--- src/rtl/uart_pkg.sv ---
// Shared types and helpers for the UART serial path (transmitter now, receiver later).
package uart_pkg;

    typedef enum logic [2:0] {
        IDLE,
        START,
        DATA,
        PARITY,
        STOP
    } tx_state_t;

    localparam int UART_DATA_BITS = 8;

    // Clock cycles per bit, rounded to the nearest integer.
    function automatic int baud_div(input int clk_hz, input int baud);
        return (clk_hz + baud / 2) / baud;
    endfunction

endpackage

--- src/rtl/uart_serial_tx_sync_fifo.sv ---
// sync_fifo: single-clock FIFO on an inferred RAM with a registered read port.
// rdata shows the head entry one cycle after it was written or became the head.
module sync_fifo #(
    parameter int WIDTH = 8,
    parameter int DEPTH = 16
) (
    input  logic                     gclk,
    input  logic                     rst_n,
    input  logic                     push,
    input  logic                     pop,
    input  logic [WIDTH-1:0]         wdata,
    output logic [WIDTH-1:0]         rdata,
    output logic                     full,
    output logic                     empty,
    output logic [$clog2(DEPTH):0]   count
);
    localparam int PTR_W = $clog2(DEPTH);

    logic [WIDTH-1:0] mem [DEPTH];
    logic [WIDTH-1:0] rdata_reg;
    logic [PTR_W-1:0] wr_ptr_reg;
    logic [PTR_W-1:0] rd_ptr_reg;
    logic [PTR_W:0]   count_reg;
    logic             push_ok;
    logic             pop_ok;

    if (DEPTH < 2 || (DEPTH & (DEPTH - 1)) != 0) begin : g_depth_chk
        $error("sync_fifo: DEPTH must be a power of two and at least 2");
    end

    assign full    = (count_reg == (PTR_W + 1)'(DEPTH));
    assign empty   = (count_reg == '0);
    assign push_ok = push & ~full;
    assign pop_ok  = pop & ~empty;
    assign rdata   = rdata_reg;
    assign count   = count_reg;

    always_ff @(posedge gclk) begin
        if (push_ok) begin
            mem[wr_ptr_reg] <= wdata;
        end
        rdata_reg <= mem[rd_ptr_reg];
    end

    // Power-of-two depth lets the pointers wrap by plain overflow.
    always_ff @(posedge gclk or negedge rst_n) begin
        if (!rst_n) begin
            wr_ptr_reg <= '0;
            rd_ptr_reg <= '0;
            count_reg  <= '0;
        end else begin
            if (push_ok) begin
                wr_ptr_reg <= wr_ptr_reg + PTR_W'(1);
            end
            if (pop_ok) begin
                rd_ptr_reg <= rd_ptr_reg + PTR_W'(1);
            end
            case ({push_ok, pop_ok})
                2'b10:   count_reg <= count_reg + (PTR_W + 1)'(1);
                2'b01:   count_reg <= count_reg - (PTR_W + 1)'(1);
                default: count_reg <= count_reg;
            endcase
        end
    end

endmodule

--- src/rtl/uart_serial_tx.sv ---
// Byte-FIFO-fed UART transmitter, 8N1/8N2 LSB first.
// Define UART_SERIAL_TX_PARITY_EN to insert an even-parity bit (8E1/8E2).
module uart_serial_tx
    import uart_pkg::*;
#(
    parameter int CLK_FREQ_HZ = 100_000_000,
    parameter int BAUD_RATE   = 115_200,
    parameter int FIFO_DEPTH  = 16,
    parameter int STOP_BITS   = 1
) (
    input  logic                          gclk,
    input  logic                          rst_n,
    input  logic [7:0]                    tx_data,
    input  logic                          tx_valid,
    output logic                          tx_ready,
    output logic                          txd,
    output logic                          busy,
    output logic [$clog2(FIFO_DEPTH):0]   fifo_count
);
    localparam int DIV      = baud_div(CLK_FREQ_HZ, BAUD_RATE);
    localparam int STOP_LEN = STOP_BITS * DIV;
    localparam int CNT_W    = $clog2(STOP_LEN);
    localparam int IDX_W    = $clog2(UART_DATA_BITS);
    localparam logic [CNT_W-1:0] BIT_LOAD  = CNT_W'(DIV - 1);
    localparam logic [CNT_W-1:0] STOP_LOAD = CNT_W'(STOP_LEN - 1);
    localparam logic [IDX_W-1:0] LAST_IDX  = IDX_W'(UART_DATA_BITS - 1);

    if (DIV < 2) begin : g_div_chk
        $error("uart_serial_tx: CLK_FREQ_HZ/BAUD_RATE gives fewer than 2 cycles per bit");
    end
    if (STOP_BITS != 1 && STOP_BITS != 2) begin : g_stop_chk
        $error("uart_serial_tx: STOP_BITS must be 1 or 2");
    end

    tx_state_t         state_reg;
    logic [CNT_W-1:0]  cnt_reg;
    logic [7:0]        shift_reg;
    logic [IDX_W-1:0]  bit_idx_reg;
    logic              txd_reg;
    logic              head_ok_reg;
`ifdef UART_SERIAL_TX_PARITY_EN
    logic              parity_reg;
`endif

    logic       fifo_full;
    logic       fifo_empty;
    logic [7:0] fifo_rdata;
    logic       bit_end;
    logic       pop;

    sync_fifo #(
        .WIDTH (8),
        .DEPTH (FIFO_DEPTH)
    ) u_fifo (
        .gclk  (gclk),
        .rst_n (rst_n),
        .push  (tx_valid),
        .pop   (pop),
        .wdata (tx_data),
        .rdata (fifo_rdata),
        .full  (fifo_full),
        .empty (fifo_empty),
        .count (fifo_count)
    );

    assign tx_ready = ~fifo_full;
    assign txd      = txd_reg;
    assign busy     = (state_reg != IDLE) | (fifo_count != '0);
    assign bit_end  = (cnt_reg == '0);

    // The FIFO read port is registered, so a head entry is only trusted once
    // it has been sitting there for a full cycle (head_ok_reg).
    assign pop = head_ok_reg & ~fifo_empty &
                 ((state_reg == IDLE) | ((state_reg == STOP) & bit_end));

    always_ff @(posedge gclk or negedge rst_n) begin
        if (!rst_n) begin
            state_reg   <= IDLE;
            cnt_reg     <= '0;
            shift_reg   <= '0;
            bit_idx_reg <= '0;
            txd_reg     <= 1'b1;
            head_ok_reg <= 1'b0;
`ifdef UART_SERIAL_TX_PARITY_EN
            parity_reg  <= 1'b0;
`endif
        end else begin
            head_ok_reg <= ~fifo_empty & ~pop;
            case (state_reg)
                IDLE: begin
                    txd_reg <= 1'b1;
                end
                START: begin
                    if (bit_end) begin
                        state_reg   <= DATA;
                        cnt_reg     <= BIT_LOAD;
                        bit_idx_reg <= '0;
                        txd_reg     <= shift_reg[0];
                    end else begin
                        cnt_reg <= cnt_reg - CNT_W'(1);
                    end
                end
                DATA: begin
                    if (bit_end) begin
                        if (bit_idx_reg == LAST_IDX) begin
`ifdef UART_SERIAL_TX_PARITY_EN
                            state_reg <= PARITY;
                            cnt_reg   <= BIT_LOAD;
                            txd_reg   <= parity_reg;
`else
                            state_reg <= STOP;
                            cnt_reg   <= STOP_LOAD;
                            txd_reg   <= 1'b1;
`endif
                        end else begin
                            cnt_reg     <= BIT_LOAD;
                            shift_reg   <= shift_reg >> 1;
                            bit_idx_reg <= bit_idx_reg + IDX_W'(1);
                            txd_reg     <= shift_reg[1];
                        end
                    end else begin
                        cnt_reg <= cnt_reg - CNT_W'(1);
                    end
                end
`ifdef UART_SERIAL_TX_PARITY_EN
                PARITY: begin
                    if (bit_end) begin
                        state_reg <= STOP;
                        cnt_reg   <= STOP_LOAD;
                        txd_reg   <= 1'b1;
                    end else begin
                        cnt_reg <= cnt_reg - CNT_W'(1);
                    end
                end
`endif
                STOP: begin
                    if (bit_end) begin
                        state_reg <= IDLE;
                    end else begin
                        cnt_reg <= cnt_reg - CNT_W'(1);
                    end
                end
                default: begin
                    state_reg <= IDLE;
                    txd_reg   <= 1'b1;
                end
            endcase

            // Frame launch overrides the IDLE/STOP defaults above.
            if (pop) begin
                state_reg <= START;
                cnt_reg   <= BIT_LOAD;
                shift_reg <= fifo_rdata;
                txd_reg   <= 1'b0;
`ifdef UART_SERIAL_TX_PARITY_EN
                parity_reg <= ^fifo_rdata;
`endif
            end
        end
    end

endmodule

--- config.mk ---
export PLATFORM = sky130hd
export DESIGN_NAME = uart_serial_tx
export DESIGN_NICKNAME = d
export VERILOG_FILES = /design/src/rtl/uart_pkg.sv /design/src/rtl/uart_serial_tx_sync_fifo.sv /design/src/rtl/uart_serial_tx.sv
export SDC_FILE = /design/constraint.sdc
export NUM_CORES = 1
export LEC_CHECK = 0
export CAP_MARGIN = 15
export CORE_MARGIN = 1.5
export CORE_UTILIZATION = 40
export CTS_CLUSTER_DIAMETER = 120
export DETAILED_ROUTE_END_ITERATION = 10
export GPL_TIMING_DRIVEN = 0
export HOLD_SLACK_MARGIN = 0.15
export PLACE_DENSITY = 0.65
export REMOVE_ABC_BUFFERS = 1
export SYNTH_ARGS = -nofsm -noshare
export SYNTH_HDL_FRONTEND = slang
export SYNTH_SLANG_ARGS = --single-unit
--- constraint.sdc ---
create_clock -name gclk -period 3.45 [get_ports gclk]
set_input_delay 0.8625 -clock gclk [delete_from_list [all_inputs] [get_ports gclk]]
set_output_delay 0.8625 -clock gclk [all_outputs]
set_load 0.02 [all_outputs]
Word-level counts from Yosys, hierarchy flattened
Memories as Yosys holds them, arrays and structs flattened. A register that Yosys moved wholly into a read port is not among the register bits. Index checks and enable logic that the tools add are counted.

Equality and inequality tests: 18. Mux-type cells: 25. Bitwise logic cells: 11. Reduce and logical (&&, ||, !) cells: 16. Add/sub/neg operators: 6.

Operators with widths (count): $mux W8 (4); $mux W10 (3); $mux W3 (7); $pmux W10 S2 (1); $ne A3 B3 Y1 const B (5); $ne A2 B2 Y1 const B (6); $pmux W3 S4 (1); $logic_not A10 Y1 (1); $pmux W5 S2 (1); $sub A10 B1 Y10 const B (1); $add A4 B1 Y4 const B (2); $reduce_bool A2 Y1 (4); $and A1 B1 Y1 (6); $eq A3 B3 Y1 const B (2); $mux W1 (6); $pmux W3 S2 (1); $reduce_and A3 Y1 (2); $reduce_bool A3 Y1 (2); $add A5 B1 Y5 const B (1); $eq A5 B5 Y1 const B (1); $logic_not A5 Y1 (1); $reduce_and A5 Y1 (1); $reduce_bool A5 Y1 (1); $sub A5 B1 Y5 const B (1); other kinds (12) (15).

Bits in writable memories: 128. Input port bits: 11. Flip-flop bits (word level): 39. Output and inout port bits: 8. Memories kept: 1.

Memory list: u_fifo.mem (depth 16, width 8, rd ports 1, clocked after Yosys merged registers in 1, write ports 1, line uart_serial_tx_sync_fifo.sv:19) `logic [WIDTH-1:0] mem [DEPTH];`.

Logic depth before layout (Yosys ltp)
Gate-level depths: netlist (run 1).

Depth after elaboration: 7. Depth in mapped cells: 18.

By module
A second synthesis (run 1) with hierarchy kept.

Cells, all modules: 506. Area, all modules: 7490.9 um^2.

Modules (own cells, without submodules): sync_fifo (cells each 340, seq. area each 4329.2 um^2, area each 5939.4 um^2, times used 1); uart_serial_tx (cells each 166, seq. area each 651.9 um^2, area each 1551.5 um^2, times used 1).

Worst setup path before layout (run 1)
OpenSTA, ideal clock, no wires.

Kind: register to register. From: register cnt_reg[0]. To: register u_fifo.count_reg[4] (netlist: u_fifo.count[4]). Slack: -0.245 ns. Arrival: 3.562 ns. Clock period less this slack: 3.695 ns. Buffers on the path: 4. Setup time: 0.133 ns. Stages on the path, launching flop included: 19. Path through: dfrtp_1 > inv_1 > ha_1 > or4b_1 > clkbuf_1 > o31ai_1 > nand2_1 > inv_1 > buf_4 > buf_2 > ha_1 > clkbuf_1 > xor2_1 > ha_1 > nor2b_1 > nand3b_1 > a21oi_1 > nand2_1 > xnor2_1.

Longest elaborated chain between the ends: 7. Elaborated cells between the ends (all ways): 9.

RTL lines: start, declared (line uart_serial_tx.sv:36) `logic [CNT_W-1:0] cnt_reg;`; start signal, assigned (line uart_serial_tx.sv:100) `cnt_reg <= cnt_reg - CNT_W'(1);`; start signal, assigned (line uart_serial_tx.sv:122) `cnt_reg <= cnt_reg - CNT_W'(1);`; start signal, assigned (line uart_serial_tx.sv:140) `cnt_reg <= cnt_reg - CNT_W'(1);`; $logic_not A10 Y1 * (line uart_serial_tx.sv:69) `assign bit_end = (cnt_reg == '0);`; $and A1 B1 Y1 * (line uart_serial_tx.sv:74) `((state_reg == IDLE) | ((state_reg == STOP) & bit_end));`; $or A1 B1 Y1 * (line uart_serial_tx.sv:74); $and A1 B1 Y1 * (line uart_serial_tx.sv:73) `assign pop = head_ok_reg & ~fifo_empty &`; $and A1 B1 Y1 * (line uart_serial_tx_sync_fifo.sv:34) `assign pop_ok = pop & ~empty;`; net u_fifo.pop_ok (line uart_serial_tx_sync_fifo.sv:25) `logic pop_ok;`; $eq A2 B1 Y1 or $eq A2 B2 Y1 (tied branches) (line uart_serial_tx_sync_fifo.sv:58) `case ({push_ok, pop_ok})`; $pmux W5 S2 or $reduce_bool A2 Y1 (tied branches); end signal, assigned (line uart_serial_tx_sync_fifo.sv:59) `2'b10: count_reg <= count_reg + (PTR_W + 1)'(1);`; end signal, assigned (line uart_serial_tx_sync_fifo.sv:60) `2'b01: count_reg <= count_reg - (PTR_W + 1)'(1);`; end signal, assigned (line uart_serial_tx_sync_fifo.sv:61) `default: count_reg <= count_reg;`; end, declared (line uart_serial_tx_sync_fifo.sv:23) `logic [PTR_W:0] count_reg;`.

Mark *: on every way through the listed nets, which the timed path passes. The rest lies on a longest branch. A chain may end at the register's enable or synchronous reset.

Final worst setup path (run 1)
From: register cnt_reg[2]. To: register u_fifo.count_reg[4] (netlist: u_fifo.count[4]).

Longest elaborated chain between the ends: 7. Elaborated cells between the ends (all ways): 9.

RTL lines (line): $logic_not A10 Y1 * (uart_serial_tx.sv:69); $and A1 B1 Y1 * (uart_serial_tx.sv:74); $or A1 B1 Y1 * (uart_serial_tx.sv:74); $and A1 B1 Y1 * (uart_serial_tx.sv:73); $and A1 B1 Y1 * (uart_serial_tx_sync_fifo.sv:34); $eq A2 B1 Y1 or $eq A2 B2 Y1 (tied branches) (uart_serial_tx_sync_fifo.sv:58); $pmux W5 S2 or $reduce_bool A2 Y1 (tied branches).

Mark *: on every way between the ends. The rest lies on a longest branch, timed or not.

==> out/metrics.cfg, run 1 <==
[status]
outcome=completed

[timing]
final.setup.tns_ns=0
drv_slew=0
setup_violations=0
fin_crit_sh_pct=94.20
worstMarginPinSlew_ns=0.9134
clock.fmax_mhz=307.7
rsz0062_at_grt=false
fin_skew_ns=0.01047
finalHoldViolations=0
fin_crit_ns=3.250
maxSlewHeadroom_pct=39.11

[power_and_ir_drop]
switching_share_pct=30.44
leakage_nw=2.821
p_switching_mw=1.916
peakVddDrop_uv=416.3
power_density_mw_per_mm2=755.9
seqPwrFrac_pct=48.4
clockPowerShare_pct=29.1
power_frac_comb_pct=22.5
power_mw=6.295
intPower_mw=4.378

[grt]
busiest_layer=met2
grt_pass1_vias=3910
grt_pass1_wl_um=21420
antenna_found_initial=0
grt_max_degree=40
grt_overflow=0
grt.total_usage_pct=14.64
use_met1_pct=19.69
grtUsageMet3_pct=3.464
grt_use_met2_pct=23.41

[drt]
via_count=3841
drt_iter0_markers=314
wl_um=13000
detail_route.first_pass.iterations=6
wire_per_inst_um=18.39
antenna_left=0
drc_errors=0
vias_per_cell=5.433

[finish]
final_cell_count_no_fill=707
area_delta_synth_final_pct=13.80
drive_gt1_share_pct=20.50
antenna_cells=0
final_nets=488
largest_register_ffs=128

[yosys]
synth_seq_cells=175
synth-main-ff-cell=edfxtp_1
synth_common_cells=edfxtp_1, mux4_2, dfrtp_1, nor2_1, nand2_1
ys_seq_area_share_pct=68.06
synth_area_leaders=edfxtp_1, dfrtp_1, mux4_2
synthArstFlopShare_pct=22.29
yosysWarnings=0
synth_cell_type_count=57
synth_top_area_share_pct=52.52
synth_edf_count=128
yosysMostFrequentCell=edfxtp_1
synth_area_mm2=0.007318
syn_area_per_cell_um2=16.37
synth_top_area_cell=edfxtp_1
syn_inst=447

[setup_path]
start_kind=register
worstPathMaxFanout=8
crit_path_max_incr_delay_ns=0.70
critical_path_depth=12
critPathBufInv=1
critPathKind=reg2reg
critPathRequiredTime_ns=3.75
r2r_cells=12
path_cells=or4_1, o31ai_4, nand2_2, clkinvlp_4, ha_2, xor2_1, ha_1, nor2b_1, nand3b_1, a21oi_1, nand2_1, xnor2_1
slowest_stage=or4_1
path_delay_family=simple AND/OR/NAND/NOR gates
crit_arrival_ns=3.55
cp-end-kind=register

[floorplan]
rows=49
die_w_um=138.3
die_h_um=138.3
fp.dieArea_mm2=0.01912
io_pins=19
core_area_mm2=0.01796
start_util_pct=40.74

[place]
dp_cells=673
portBuffers=18
dp_hpwl_um=8500
gp_congestion=0.8190

[cts]
cts_buffers=17
clkTransAtPathRegs_ns=0.07
htree_levels=4
holdBufCountCts=0
cts.sinks=175
cts_tree=yes
clockRootBuffer=clkbuf_16
clkLatencyLatePin_ns=0.43
cts_buffer_depth=2

[worst_hold_path]
hp-class=reg2reg
min_path_cells=2

[flow_run]
cap_violations=0

==> placed cells by master, fill, tap and decap left out, types with 8 or more instances in the layout <==
cell type,netlist,layout
ha_1,12,11
clkdlybuf4s50_1,0,17
nand2_1,27,26
inv_1,12,11
dfxtp_1,8,8
nor3_1,12,12
nor2_1,28,28
edfxtp_1,128,128
dfrtp_1,38,36
clkbuf_16,0,17
o21ai_0,16,16
xnor2_1,9,9
mux4_2,40,40
a21oi_1,9,9
==> power by group through the flow <==
stage / combinational, mW / clock (mW) / sequential (mW)
after floorplan: 0.949 / 0 / 3.06
after global placement: 1.30 / 0 / 3.15
after detailed placement: 1.42 / 0 / 3.09
after CTS: 1.43 / 1.88 / 3.05
after global routing: 1.55 / 1.95 / 3.12
final: 1.41 / 1.83 / 3.05
==> repair_timing <==
item	in CTS	in global routing
setup buffers	1	0
gates cloned	1	0
setup endpoints to repair	4	1
gates resized for setup	4	2
endpoints found under the hold margin	0	0
==> metal layers <==
layer	up-vias	wire, um
met3	15	441
met4	0	159
met2	76	6569
met5	-	0
met1	1968	5834
li1	1782	-
==> logic make-up (layout without fill, tap and decap cells) <==
logic type | after synthesis | after routing | synth area share [%]
AOI/OAI and AO/OA | 57 | 57 | 5.420
xor gates and xnor gates | 15 | 15 | 1.795
DFF | 175 | 175 | 68.06
adders and majority gates | 12 | 12 | 2.052
muxes | 48 | 48 | 13.44
buffers and inverters | 38 | 69 | 2.222
and+or+nand+nor | 102 | 102 | 7.010
==> through the flow <==
| stage | instance area, um^2 | util, % | setup WS [ns] | hold slack (ns) |
|---|---|---|---|---|
| 6_report | 8328 | 46.36 | 0.2000 | 0.4348 |
| 5_1_grt | 8328 | 46.36 | 0.001360 | 0.4697 |
| 4_1_cts | 8322 | 46.33 | 0.09507 | 0.4377 |
| 3_5_place_dp | 7705 | 42.89 | -0.6731 | 0.4225 |
| 3_3_place_gp | 7667 | 42.68 | -0.6022 | 0.4174 |
| 2_1_floorplan | 7201 | - | -0.1520 | 0.4086 |
==> worst min-delay path, stage by stage, from the launching register on <==
cell and delay [ns]:
dfxtp_1 0.30, nand2_1 0.04, o21ai_1 0.05
==> final timing paths <==
check                           startpoint              endpoint  slack (ns)
max                             cnt_reg[2]       u_fifo.count[4]        0.20
min                        u_fifo.rdata[6]          shift_reg[6]        0.43
max reg2reg                     cnt_reg[2]       u_fifo.count[4]        0.20
min reg2reg                u_fifo.rdata[6]          shift_reg[6]        0.43
max in group asynchronous            rst_n  u_fifo.rd_ptr_reg[0]        2.26
min in group asynchronous            rst_n       u_fifo.count[3]        0.57
==> cell type report <==
| type | instances | area (um^2) |
|---|---|---|
| timing repair buffer | 24 | 222.7 |
| clock buffer | 17 | 425.4 |
| sequential | 175 | 4984 |
| clock inverter | 15 | 158.9 |
| fill | 1505 | 9635 |
| timing repair inverter | 1 | 5.005 |
| multi-input combinational | 234 | 2197 |
| tap | 229 | 286.5 |
| inverter | 12 | 48.80 |
Power figures use the tool's default switching activity.
==> inputs of run 2 (changes only) <==
--- a/config.mk
+++ b/config.mk
@@ -5,6 +5,7 @@
 export SDC_FILE = /design/constraint.sdc
 export NUM_CORES = 1
 export LEC_CHECK = 0
+export ABC_CLOCK_PERIOD_IN_PS = 3450
 export CAP_MARGIN = 15
 export CORE_MARGIN = 1.5
 export CORE_UTILIZATION = 40
==> constraint.sdc (replaced) <==
create_clock -name gclk -period 3.45 [get_ports gclk]
set_input_delay 0.69 -clock gclk [delete_from_list [all_inputs] [get_ports gclk]]
set_output_delay 0.69 -clock gclk [all_outputs]
set_load 0.02 [all_outputs]
==> results of run 2 <==
Same layout as run 1 (identical final DEF). Status: completed.
Among the figures that moved: hold slack 0.4348 ns -> 0.3998 ns
